## src/rtl/alu_shift_sequencer.sv

```systemverilog
// Multi-cycle SLL/SRL/SRA sequencer driving a one-bit-per-operation ALU.
// Optional macro SHIFT_EARLY_EXIT_EN: leave SHIFT as soon as acc is a fixed point of the shift.
module alu_shift_sequencer #(
    parameter int n = 32
) (
    input  logic         clk,
    input  logic         rst,
    input  logic         start,
    input  logic [1:0]   op,
    input  logic [n-1:0] operand,
    input  logic [4:0]   shamt,
    output logic         busy,
    output logic         done,
    output logic [n-1:0] result,
    output logic [n-1:0] alu_a,
    output logic [n-1:0] alu_b,
    output logic [3:0]   alu_control,
    input  logic [n-1:0] alu_out
);

    localparam logic [3:0] ALU_SLL  = 4'b0001;
    localparam logic [3:0] ALU_SRL  = 4'b0101;
    localparam logic [3:0] ALU_SRA  = 4'b1101;
    localparam logic [3:0] ALU_PASS = 4'b1111;

    typedef enum logic [1:0] {IDLE, SHIFT, DONE} state_t;

    state_t       state_q, state_d;
    logic [n-1:0] acc_q, acc_d;
    logic [4:0]   cnt_q, cnt_d;
    logic [3:0]   code_q, code_d;
    logic [n-1:0] result_q, result_d;

    function automatic logic [3:0] op_to_code(input logic [1:0] o);
        case (o)
            2'b00:   return ALU_SLL;
            2'b01:   return ALU_SRL;
            2'b10:   return ALU_SRA;
            default: return ALU_PASS;
        endcase
    endfunction

`ifdef SHIFT_EARLY_EXIT_EN
    function automatic logic is_fixed(input logic [3:0] code, input logic [n-1:0] v);
        if (v == '0)
            return 1'b1;
        return (code == ALU_SRA) && (v == '1);
    endfunction
`endif

    always_ff @(posedge clk or negedge rst) begin
        if (!rst) begin
            state_q  <= IDLE;
            acc_q    <= '0;
            cnt_q    <= '0;
            code_q   <= ALU_PASS;
            result_q <= '0;
        end else begin
            state_q  <= state_d;
            acc_q    <= acc_d;
            cnt_q    <= cnt_d;
            code_q   <= code_d;
            result_q <= result_d;
        end
    end

    // result is loaded on the edge entering DONE so it is already valid alongside done
    always_comb begin
        state_d  = state_q;
        acc_d    = acc_q;
        cnt_d    = cnt_q;
        code_d   = code_q;
        result_d = result_q;
        case (state_q)
            IDLE: begin
                if (start) begin
                    acc_d  = operand;
                    cnt_d  = shamt;
                    code_d = op_to_code(op);
                    if (shamt == 5'd0 || op == 2'b11) begin
                        state_d  = DONE;
                        result_d = operand;
                    end else begin
                        state_d = SHIFT;
                    end
                end
            end
            SHIFT: begin
`ifdef SHIFT_EARLY_EXIT_EN
                if (is_fixed(code_q, acc_q)) begin
                    state_d  = DONE;
                    result_d = acc_q;
                end else
`endif
                begin
                    acc_d = alu_out;
                    cnt_d = cnt_q - 5'd1;
                    if (cnt_q == 5'd1) begin
                        state_d  = DONE;
                        result_d = alu_out;
                    end
                end
            end
            DONE:    state_d = IDLE;
            default: state_d = IDLE;
        endcase
    end

    always_comb begin
        busy        = (state_q != IDLE);
        done        = (state_q == DONE);
        alu_control = (state_q == SHIFT) ? code_q : ALU_PASS;
        alu_a       = acc_q;
        alu_b       = '0;
        result      = result_q;
    end

endmodule

```

## config.mk

```make
export PLATFORM = sky130hd
export DESIGN_NAME = alu_shift_sequencer
export DESIGN_NICKNAME = d
export VERILOG_FILES = /design/src/rtl/alu_shift_sequencer.sv
export SDC_FILE = /design/constraint.sdc
export NUM_CORES = 1
export LEC_CHECK = 0
export BUFFER_PORTS_ARGS = -buffer_cell sky130_fd_sc_hd__buf_2
export CORE_MARGIN = 2
export CORE_UTILIZATION = 35
export DETAILED_ROUTE_END_ITERATION = 8
export PLACE_DENSITY = 0.65
export SLEW_MARGIN = 15
export SYNTH_ARGS = -nofsm -noshare
export SYNTH_HDL_FRONTEND = slang
export SYNTH_SLANG_ARGS = --single-unit
```

## constraint.sdc

```tcl
create_clock -name clk -period 1.7 [get_ports clk]
set_input_delay 0 -clock clk [delete_from_list [all_inputs] [get_ports clk]]
set_output_delay 0 -clock clk [all_outputs]
set_load 0.03 [all_outputs]
```

== After elaboration in Yosys (flattened, before gate mapping) ==
Index checks and enable logic that the tools add are counted.
Storage, ports and cells
  output and inout bits: 102
  input bits: 74
  register bits after elaboration: 75
Operators by class
  $add $sub $neg: 1
  multiplexer cells: 14
  reductions and logical operators: 10
  equality and inequality tests: 9
Operator list (count)
  32-bit two-way mux: 4
  32-bit one-hot mux with 2 select lines: 2
  4-bit one-hot mux with 3 select lines: 1
  5-bit one-hot mux with 2 select lines: 1
  2-bit == test (second input constant): 3
  2-bit two-way mux: 3
  2-bit != test (second input constant): 3
  2-bit AND reduction: 3
  5-bit by 1-bit == test with 1-bit output (second input constant): 1
  5-bit zero test: 1
  5-bit two-way mux: 1
  5-bit by 1-bit subtractor with 5-bit output (second input constant): 1
  2-bit by 1-bit == test with 1-bit output (second input constant): 2
  2-bit zero test: 2
  4-bit two-way mux: 1
  2-bit one-hot mux with 2 select lines: 1
  4-bit AND reduction: 1
  2-bit nonzero test: 2
  1-bit logical OR: 1

== Depth between registers and ports, before layout ==
Gate-level depths: netlist of the first run.
  word-level depth: 5
  gate-level depth with buffers: 6

== Least setup slack after synthesis of the first run ==
OpenSTA, ideal clock, no wires.
  path kind: register to register
  start: reg cnt_q[1]
  end: reg result_q[0], in the netlist result[0]
  buffers on the path: 1
  slack: -0.117 ns
  cell stages (with the launch flop): 7
  period minus slack after synthesis: 1.817 ns
  data arrival time: 1.692 ns
  cells stage by stage: dfrtp_1 -> inv_1 -> ha_1 -> nor4b_1 -> a221oi_4 -> buf_6 -> mux2_4
Between the ends
  word-level cells in the longest chain between the ends: 3
Ends and longest elaborated chain
  from (decl): RTL line 30  | logic [4:0] cnt_q, cnt_d;
  from (signal assigned): RTL line 61  | cnt_q <= cnt_d;
  5-bit by 1-bit == test with 1-bit output: RTL line 98  | if (cnt_q == 5'd1) begin
  2-bit != test (no line)
  4-bit AND reduction (no line)
  to (signal assigned): RTL line 63  | result_q <= result_d;
  to (decl): RTL line 32  | logic [n-1:0] result_q, result_d;
Every way passes these cells.
A chain may end at the register's enable or synchronous reset.

== Worst setup path in the final report of the first run ==
  start: reg cnt_q[1]
  end: reg result_q[29], in the netlist result[29]
The elaborated chain is that of the path after synthesis.

==> flow_summary_export.csv, run 1 <==
group,metric,value,unit
worst_hold_path,hold_path.class,"in -> reg",
worst_setup_path,required,1.92,ns
synthesis,synth.avg_cell_area,10.3,sq um
cells_and_area,drive_above_1_share,37.8,%
worst_setup_path,end_kind,"register",
worst_setup_path,critPathKind,"reg -> reg",
cts,numCtsBuffers,9,
placed_design,detailed_place_hpwl,6760,um
timing,setup_viol,30,
grt,grt_pass1_wl,16000,um
timing,timing.final.max_slew_violations,0,
grt,grt_max_degree,40,
worst_setup_path,critical_path_arrival,2.00,ns
routing,via_per_inst,4.49,
pwr,p_leak,3.06,nW
synthesis,synthFlopType,"dfrtp_1",
grt,grt.overflow.total,0,
pwr,p_seq_share,29.7,%
status,violations,"negative setup slack",
worst_setup_path,worstSetupStartpoint,"cnt_q[1]",
floorplanning,io_pins,176,
placed_design,gp_congestion,0.729,
floorplanning,die_h,109,um
cts,clk_latency,0.34,ns
cells_and_area,fin_area,5830,sq um
worst_setup_path,worst_setup_path_start_kind,"register",
timing,period_share,105,%
cells_and_area,fin_nets,679,
pwr,p_switching,4.89,mW
synthesis,synthesis.area,3840,sq um
pwr,p_int,5.91,mW
timing,timing.final.crit_period,1.78,ns
worst_hold_path,min_path_cells,4,
synthesis,ys_ff_latch,74,
pwr,p_clk_share,12.5,%
routing,vias,3355,
timing,hold_violations,0,
placed_design,numPortBuffers,142,
timing,fmax,0.561,GHz
worst_hold_path,hold_start,"shamt[2]",
synthesis,syn_inst,371,
routing,firstDrtPassIters,4,
pwr,power.density,1850,nW/um^2
timing,finalWorstSetupSlack,-0.0831,ns
routing,finalWirelength,10300,um
cts,tritoncts,"yes",
routing,wl_per_cell,13.8,um
worst_setup_path,rr_worst_depth,7,
routing,drc,0,
cts,cts_htree_levels,3,
synthesis,synth_cell_type_count,32,
floorplanning,dieArea,11800,sq um
floorplanning,core,10800,sq um
timing,tightestPinTransition,0.518,ns
floorplanning,initial_utilization,35.6,%
synthesis,synthArstFlopShare,100,%
worst_setup_path,worstPathMaxFanout,8,
timing,finClkSkew,0.00974,ns
floorplanning,chipWidth,109,um
grt,grtUsageTotal,17.4,%
pwr,vdd_drop_max,0.000850,V
grt,grt_pass1_vias,3399,
routing,drt-initial-drc-count,190,
placed_design,pre_cts_ws,-0.0592,ns
floorplanning,rows,38,
cells_and_area,num_antenna_cells,0,
synthesis,synth_warnings,0,
pwr,comb_power_share,57.8,%
routing,ant_nets,0,
cts,cts_root_buf,"clkbuf_8",
cts,cts_sinks,74,
synthesis,yosysSeqAreaShare,48.3,%
cells_and_area,syn_to_final_growth,51.8,%
worst_setup_path,r2r-start,"cnt_q[1]",
placed_design,placed_area,4760,sq um
grt,antenna_found_initial,0,
pwr,swShare,45.3,%
synthesis,synth_edf_count,0,
cts,clk_pin_slew,0.08,ns
timing,max_slew_margin,65.5,%
timing,rsz0062_at_grt,"yes",
status,status,"finished with violations",
cts,cts_buffer_depth,2,
run,maxCapViolations,0,
-- power by group through the flow --
stage | Sequential (mW) | Combinational, mW | Clock [mW]
floorplan | 4.67 | 2.52 | 0
detailed placement | 3.19 | 5.76 | 0
global route | 3.31 | 6.76 | 1.51
finish | 3.20 | 6.25 | 1.35
global placement | 3.18 | 5.65 | 0
CTS | 3.18 | 6.13 | 1.41
-- kinds of logic (layout without fill, tap and decap cells) --
logic type | count (synthesis) | in the layout | synth area share, %
mux | 64 | 64 | 20.6
compound gates | 45 | 45 | 6.85
other cells | 2 | 33 | 0.196
buf+inv | 57 | 263 | 9.75
flops | 74 | 74 | 48.3
fa+ha+maj | 2 | 2 | 0.652
simple gates | 127 | 127 | 13.7
-- registers in the layout (all words and copies together), names as in the netlist --
| name | flops |
|---|---|
| state_q | 2 |
| alu_a | 32 |
| cnt_q | 5 |
| code_q | 3 |
| result | 32 |
-- through the flow --
step	power (mW)	hold WS, ns	utilization [%]	cells	TNS, ns
after floorplan	7.19	-0.296	-	402	-0.741
after global placement	8.83	0.00245	44.1	655	-0.801
after detailed placement	8.96	0.0121	44.1	655	-1.31
after CTS	10.7	0.0105	53.2	745	-2.00
after global routing	11.6	0.0364	54.0	748	-4.26
final	10.8	0.0249	54.0	748	-2.11
-- final timing paths --
check	endpoint	slack, ns
max in group asynchronous	code_q[1]	0.88
hold / removal	cnt_q[2]	0.02
setup / recovery	result[29]	-0.08
hold reg to reg	code_q[3]	0.46
setup reg to reg	result[29]	-0.08
min in group asynchronous	alu_a[2]	0.17
-- metal layers --
metal	GRT usage, %	up-vias	share of wire (%)
li1	-	1636	-
met5	0	-	0
met1	21.3	1585	43
met3	4.48	19	5.5
met2	29.1	115	49
met4	7.60	0	2.6
-- placed cells by master (no fill, tap or decap), types with 2 or more instances in the layout --
| master | Yosys | layout |
|---|---|---|
| a21oi_1 | 5 | 5 |
| mux2_4 | 29 | 30 |
| buf_12 | 0 | 6 |
| a211oi_1 | 2 | 2 |
| dfstp_2 | 3 | 3 |
| nor3_1 | 2 | 2 |
| inv_1 | 4 | 3 |
| buf_6 | 4 | 5 |
| conb_1 | 2 | 33 |
| nand2b_1 | 5 | 4 |
| o21ai_0 | 33 | 33 |
| mux2_2 | 3 | 2 |
| nor2_1 | 7 | 7 |
| clkbuf_8 | 0 | 14 |
| nand2_1 | 104 | 104 |
| buf_2 | 5 | 139 |
| mux2i_1 | 32 | 32 |
| dfrtp_1 | 71 | 71 |
| or4_1 | 2 | 2 |
| dlygate4sd3_1 | 0 | 71 |
| buf_4 | 33 | 19 |
-- synth_stat cells (2+ instances only) --
| master | n | area share [%] |
|---|---|---|
| nand2_1 | 104 | 10 |
| dfrtp_1 | 71 | 46 |
| buf_4 | 33 | 6.5 |
| o21ai_0 | 33 | 4.3 |
| mux2i_1 | 32 | 8.3 |
| mux2_4 | 29 | 11 |
| clkbuf_1 | 8 | 0.78 |
| nor2_1 | 7 | 0.68 |
| a21oi_1 | 5 | 0.65 |
| buf_2 | 5 | 0.65 |
| nand2b_1 | 5 | 0.81 |
| buf_6 | 4 | 1.2 |
| inv_1 | 4 | 0.39 |
| buf_1 | 3 | 0.29 |
| dfstp_2 | 3 | 2.1 |
| mux2_2 | 3 | 0.88 |
| a211oi_1 | 2 | 0.39 |
| conb_1 | 2 | 0.20 |
| ha_1 | 2 | 0.65 |
| nor2b_1 | 2 | 0.33 |
| nor3_1 | 2 | 0.26 |
| or4_1 | 2 | 0.39 |
-- area by class of cell --
type	instances	area, sq um
Fill cell	944	4960
Sequential cell	74	1860
Timing Repair Buffer	243	1800
Multi-Input combinational cell	271	1780
Clock buffer	15	196
Tap cell	140	175
Inverter	4	15.0
Clock inverter	1	5.00
-- what timing repair did --
action	in CTS	in global routing
hold buffers	71	0
gates cloned	1	1
resized for setup	5	11
hold endpoints to repair	97	0
pin swaps	0	1
setup endpoints to repair	32	35
setup buffers	2	3
-- worst max-delay path, stage by stage (launching register included) --
cell,delay [ns]
dfrtp_1,0.38
inv_2,0.06
ha_4,0.15
nor4b_4,0.13
a221oi_4,0.32
buf_6,0.17
buf_12,0.14
mux2_4,0.30
Note: power is estimated with default switching activity, not from simulation.
==> run 2, diff against run 1 <==
--- a/config.mk
+++ b/config.mk
@@ -10,6 +10,7 @@
 export CORE_UTILIZATION = 35
 export DETAILED_ROUTE_END_ITERATION = 8
 export PLACE_DENSITY = 0.65
+export SETUP_SLACK_MARGIN = 0.5
 export SLEW_MARGIN = 15
 export SYNTH_ARGS = -nofsm -noshare
 export SYNTH_HDL_FRONTEND = slang
==> constraint.sdc (replaced) <==
create_clock -name clk -period 1.6 [get_ports clk]
set_input_delay 0 -clock clk [delete_from_list [all_inputs] [get_ports clk]]
set_output_delay 0 -clock clk [all_outputs]
set_load 0.03 [all_outputs]
==> run 2 against run 1 <==
Net effect: the flow still finishes with violations (negative setup slack); total power rose by 19%; combinational power grew 25%; sequential cell count unchanged; routed wire length increased by 14%; hold slack better by 0.0058 ns; register-to-register slack got worse by 0.11 ns; global-route usage up 2.6 points; critical path type unchanged.
==> flow_summary_export.csv, run 2 (synthesis gave the netlist of run 1 again) <==
group,metric,value,unit
floorplanning,die_h,109,um
floorplanning,core,10800,sq um
floorplanning,initial_utilization,35.6,%
timing,rsz0062_at_grt,"yes",
worst_setup_path,critical_path_arrival,2.03,ns
grt,grt_pass1_vias,3705,
pwr,vdd_drop_max,0.00106,V
grt,grt.overflow.total,0,
cells_and_area,layout.cells.non_filler,770,
cells_and_area,utilization,58.8,%
cells_and_area,ff_latch_area,1860,sq um
routing,drc,0,
routing,drt-initial-drc-count,153,
pwr,finalPower,12.9,mW
timing,period_share,112,%
cells_and_area,syn_to_final_growth,65.4,%
grt,use_met3,4.96,%
cts,cts_root_buf,"clkbuf_8",
timing,timing.final.crit_period,1.80,ns
routing,vias,3533,
cts,cts_htree_levels,3,
cts,cts_sinks,74,
grt,grt-busiest-layer,"met2",
cells_and_area,drive_above_1_share,43.8,%
cts,numCtsBuffers,9,
timing,finClkSkew,0.00593,ns
status,violations,"negative setup slack",
cells_and_area,multiInputGateArea,1900,sq um
cells_and_area,fin_nets,701,
floorplanning,rows,38,
timing,tightestPinTransition,0.510,ns
cts,cts_buffer_depth,2,
worst_setup_path,worstPathMaxFanout,7,
worst_setup_path,rr_worst_depth,7,
run,maxCapViolations,0,
grt,gr-usage-met1,22.5,%
worst_setup_path,end_kind,"register",
cells_and_area,final_common_cell,"buf_2",
timing,max_slew_margin,65.7,%
placed_design,pre_cts_ws,-0.204,ns
grt,antenna_found_initial,0,
cells_and_area,fillers,852,
routing,firstDrtPassIters,4,
timing,timing.final.max_slew_violations,0,
status,status,"finished with violations",
timing,finalWorstSetupSlack,-0.198,ns
routing,ant_nets,0,
placed_design,gp_congestion,0.793,
worst_hold_path,hold_path.class,"in -> reg",
cells_and_area,final_cell_mix,"buf_2 (136), nand2_1 (100), dfrtp_1 (70), dlygate4sd3_1 (70)",
cts,tritoncts,"yes",
worst_hold_path,min_path_cells,3,
routing,finalWirelength,11800,um
routing,via_per_inst,4.59,
placed_design,placedCellCount,655,
floorplanning,dieArea,11800,sq um
timing,hold_violations,0,
worst_setup_path,required,1.83,ns
grt,grt_pass1_wl,18100,um
cts,clk_pin_slew,0.08,ns
grt,use_met2,37.0,%
grt,grt_max_degree,75,
floorplanning,io_pins,176,
timing,whs,0.0308,ns
placed_design,numPortBuffers,142,
cells_and_area,num_antenna_cells,0,
cts,clk_latency,0.35,ns
floorplanning,chipWidth,109,um
timing,fmax,0.556,GHz
routing,wl_per_cell,15.3,um
placed_design,detailed_place_hpwl,6790,um
pwr,power.density,2030,nW/um^2
worst_setup_path,worst_setup_path_start_kind,"register",
worst_setup_path,critPathKind,"reg -> reg",
timing,setup_viol,45,
grt,grtUsageTotal,20.1,%
pwr,p_leak,3.28,nW
==> run 2: cell types whose count changed in the layout (fill, tap and decap cells not counted), moves of 3 or more <==
cell     delta
buf_12      +4
nor2_1      -3
a21oi_1     -3
a21oi_2     +3
buf_16      +3
nand2_1     -4
o21ai_1    +33
buf_6      +19
o21ai_0    -33
buf_2       -3
==> run 2: layer usage <==
layer	share of wire, %	vias to the layer above
met5	0	-
met4	1.2	0
met3	5.5	10
met2	52	120
met1	41	1722
li1	-	1681
==> run 2: timing repair <==
action | CTS | global route
gates resized for setup | 72 | 12
setup buffers | 16 | 8
hold buffers | 70 | 0
pin swaps | 9 | 6
hold endpoints to repair | 140 | 0
setup endpoints to repair | 79 | 79
gates cloned | 4 | 1
==> run 2: path summary, 6_finish.rpt <==
check                           from    endpoint  slack, ns
max                         cnt_q[1]  result[10]      -0.20
max in group asynchronous        rst   code_q[1]       1.06
min reg2reg                code_q[3]   code_q[3]       0.49
max reg2reg                 cnt_q[1]  result[10]      -0.20
min                            start   code_q[1]       0.03
min in group asynchronous        rst    alu_a[1]       0.20
==> run 2: worst max-delay path: stages (launching register included) <==
cell and delay, ns:
dfrtp_1 0.37, inv_2 0.06, ha_4 0.15, nor4b_4 0.13, a221oi_4 0.34, buf_6 0.18
buf_12 0.14, mux2_4 0.30
==> run 2: final cells by class <==
| cell class | instances | area share (%) |
|---|---|---|
| clock buffers | 12 | 2.60 |
| clock inverters | 4 | 1.14 |
| inverters | 4 | 0.237 |
| multi-input cells | 271 | 29.9 |
| flip-flops and latches | 74 | 29.3 |
| well taps | 140 | 2.76 |
| repair buffers | 265 | 34.1 |
==> run 2: where the power goes <==
group          switching, mW  internal (mW)
Combinational           4.45           3.35
Clock                  0.703           1.00
Sequential             0.561           2.83
==> run 2: stage by stage <==
step	instance area, sq um	setup TNS (ns)
2_1_floorplan	4040	-3.68
6_report	6350	-6.16
4_1_cts	6210	-5.45
5_1_grt	6350	-9.88
3_3_place_gp	4760	-4.38
3_5_place_dp	4760	-5.42
==> run 3, diff against run 2 <==
--- a/config.mk
+++ b/config.mk
@@ -9,7 +9,7 @@
 export CORE_MARGIN = 2
 export CORE_UTILIZATION = 35
 export DETAILED_ROUTE_END_ITERATION = 8
-export PLACE_DENSITY = 0.65
+export PLACE_DENSITY = 0.63
 export SETUP_SLACK_MARGIN = 0.5
 export SLEW_MARGIN = 15
 export SYNTH_ARGS = -nofsm -noshare
==> constraint.sdc (replaced) <==
create_clock -name clk -period 2.03 [get_ports clk]
set_input_delay 0 -clock clk [delete_from_list [all_inputs] [get_ports clk]]
set_output_delay 0 -clock clk [all_outputs]
set_load 0.03 [all_outputs]
==> run 3 against run 2 <==
Net effect: the flow now finishes without violations; count of clock-buffer cells in the layout fell by 1; sequential power fell by 20%; register-to-register slack improved by 0.40 ns; sequential cell count did not move; maximum frequency fell by 1.7%; non-clock buffer count fell by 5; first-iteration DRC count rose by 53%; total power fell by 24%; die area did not move.
==> flow_summary_export.csv, run 3 (synthesis gave the netlist of run 1 again) <==
group,metric,value,unit
worst_setup_path,slowest_stage,"dfrtp_1",
pwr,p_leak,3.23,nW
timing,finClkSkew,0.0112,ns
floorplanning,rows,38,
floorplanning,initial_utilization,35.6,%
placed_design,gp_congestion,0.732,
placed_design,detailed_place_hpwl,6420,um
pwr,p_seq_share,27.4,%
grt,grtUsageTotal,18.4,%
cells_and_area,final_common_cell,"buf_2",
cts,clk_pin_slew,0.08,ns
timing,setup_viol,0,
routing,wl_per_cell,15.6,um
grt,grt.overflow.total,0,
timing,max_slew_margin,36.6,%
worst_setup_path,worst_setup_path_start_kind,"register",
floorplanning,core,10800,sq um
placed_design,numPortBuffers,142,
worst_setup_path,r2r_slack,0.20,ns
worst_setup_path,critPathKind,"reg -> reg",
worst_setup_path,path_cells,"ha_4 -> nor4b_4 -> a221oi_4 -> buf_6 -> clkbuf_16 -> mux2_4",
status,status,"completed",
routing,ant_nets,0,
cells_and_area,fin_nets,696,
timing,rsz0062_at_grt,"yes",
floorplanning,die_h,109,um
worst_setup_path,critical_path_arrival,2.05,ns
cts,tritoncts,"yes",
cells_and_area,syn_to_final_growth,61.5,%
timing,timing.final.max_slew_violations,0,
grt,antenna_found_initial,0,
cells_and_area,final_cell_mix,"buf_2 (140), nand2_1 (104), dlygate4sd3_1 (71), dfrtp_1 (69), conb_1 (33)",
cts,cts_root_buf,"clkbuf_8",
cts,cts_sinks,74,
timing,hold_violations,0,
routing,drt-initial-drc-count,234,
grt,grt_pass1_wl,16500,um
pwr,p_int,5.47,mW
pwr,comb_power_share,61.0,%
timing,fmax,0.547,GHz
worst_setup_path,required,2.25,ns
cells_and_area,utilization,57.5,%
pwr,swShare,44.5,%
worst_setup_path,rr_worst_depth,6,
cts,numCtsBuffers,9,
pwr,finalPower,9.85,mW
routing,firstDrtPassIters,4,
cts,cts_buffer_depth,2,
timing,timing.final.crit_period,1.83,ns
worst_hold_path,hold_path.class,"in -> reg",
routing,drc,0,
grt,grt_pass1_vias,3384,
cts,cts_htree_levels,3,
worst_setup_path,cpPeakStageDelay,0.43,ns
pwr,p_switching,4.39,mW
routing,via_per_inst,4.63,
timing,whs,0.0286,ns
worst_setup_path,crit_end,"result[7]",
floorplanning,chipWidth,109,um
worst_setup_path,r2r_end,"result[7]",
timing,period_share,90.1,%
worst_setup_path,end_kind,"register",
cells_and_area,drive_above_1_share,40.8,%
worst_setup_path,r2r-start,"cnt_q[0]",
floorplanning,dieArea,11800,sq um
pwr,power.density,1590,nW/um^2
cts,clk_latency,0.34,ns
timing,tightestPinTransition,0.951,ns
worst_setup_path,worstSetupStartpoint,"cnt_q[0]",
pwr,p_clk_share,11.6,%
worst_setup_path,worstPathMaxFanout,4,
cells_and_area,layout.cells.non_filler,763,
cells_and_area,num_antenna_cells,0,
timing,fin_tns_setup,0,ns
grt,grt_max_degree,75,
floorplanning,io_pins,176,
run,maxCapViolations,0,
pwr,vdd_drop_max,0.000772,V
routing,vias,3536,
placed_design,placedCellCount,638,
routing,finalWirelength,11900,um
[run 3: how the worst min path moves through the flow]
stage                     from        end  slack [ns]  depth (start not counted)
floorplan                  rst   alu_a[0]       -0.30                          0
global placement           rst   alu_a[2]        0.21                          1
detailed placement         rst   alu_a[2]        0.21                          1
CTS                 operand[9]   alu_a[9]        0.02                          3
global route        operand[9]   alu_a[9]        0.02                          3
finish                   start  code_q[3]        0.03                          4
[run 3: power by group through the flow]
stage | Sequential, mW | Combinational, mW | Clock, mW
detailed placement | 2.69 | 4.59 | 0
finish | 2.70 | 6.01 | 1.14
floorplan | 3.91 | 2.11 | 0
global placement | 2.68 | 4.51 | 0
global route | 2.79 | 6.38 | 1.26
CTS | 2.68 | 5.45 | 1.18
[run 3: per-layer routing]
layer  GRT usage (%)  routed length (um)  vias up
met5               0                   0        -
met4            7.42                 275        0
met3            3.95                 724       28
met2            31.3                5980      149
met1            22.7                4960     1688
li1                -                   -     1671
[run 3: through the flow]
step	area (sq um)	worst slack [ns]
after detailed placement	4590	0.139
after CTS	5860	0.222
after global routing	6200	0.160
final	6200	0.200
after floorplan	3980	0.303
after global placement	4590	0.253
[run 3: worst max-delay path: cells and delay by family, from the launching register on]
kind                       cells  cell delay [ns]
and+or+nand+nor                1             0.14
adders and majority gates      1             0.18
buffers and inverters          2             0.36
AOI/OAI and AO/OA              1             0.32
muxes                          1             0.29
DFF                            1             0.43
[run 3: final cells by class]
| type | count | area, sq um |
|---|---|---|
| Fill cell | 900 | 4590 |
| Inverter | 4 | 15.0 |
| Sequential cell | 74 | 1860 |
| Clock inverter | 3 | 40.0 |
| Clock buffer | 11 | 151 |
| Tap cell | 140 | 175 |
| Timing Repair Buffer | 260 | 2140 |
| Multi-Input combinational cell | 271 | 1820 |
[run 3: repair_timing]
| item | CTS | global route |
|---|---|---|
| hold buffers | 71 | 0 |
| endpoints found under the setup margin | 73 | 65 |
| resized for setup | 20 | 35 |
| pin swaps | 4 | 5 |
| gates cloned | 5 | 6 |
| endpoints found under the hold margin | 131 | 0 |
| setup buffers | 17 | 12 |
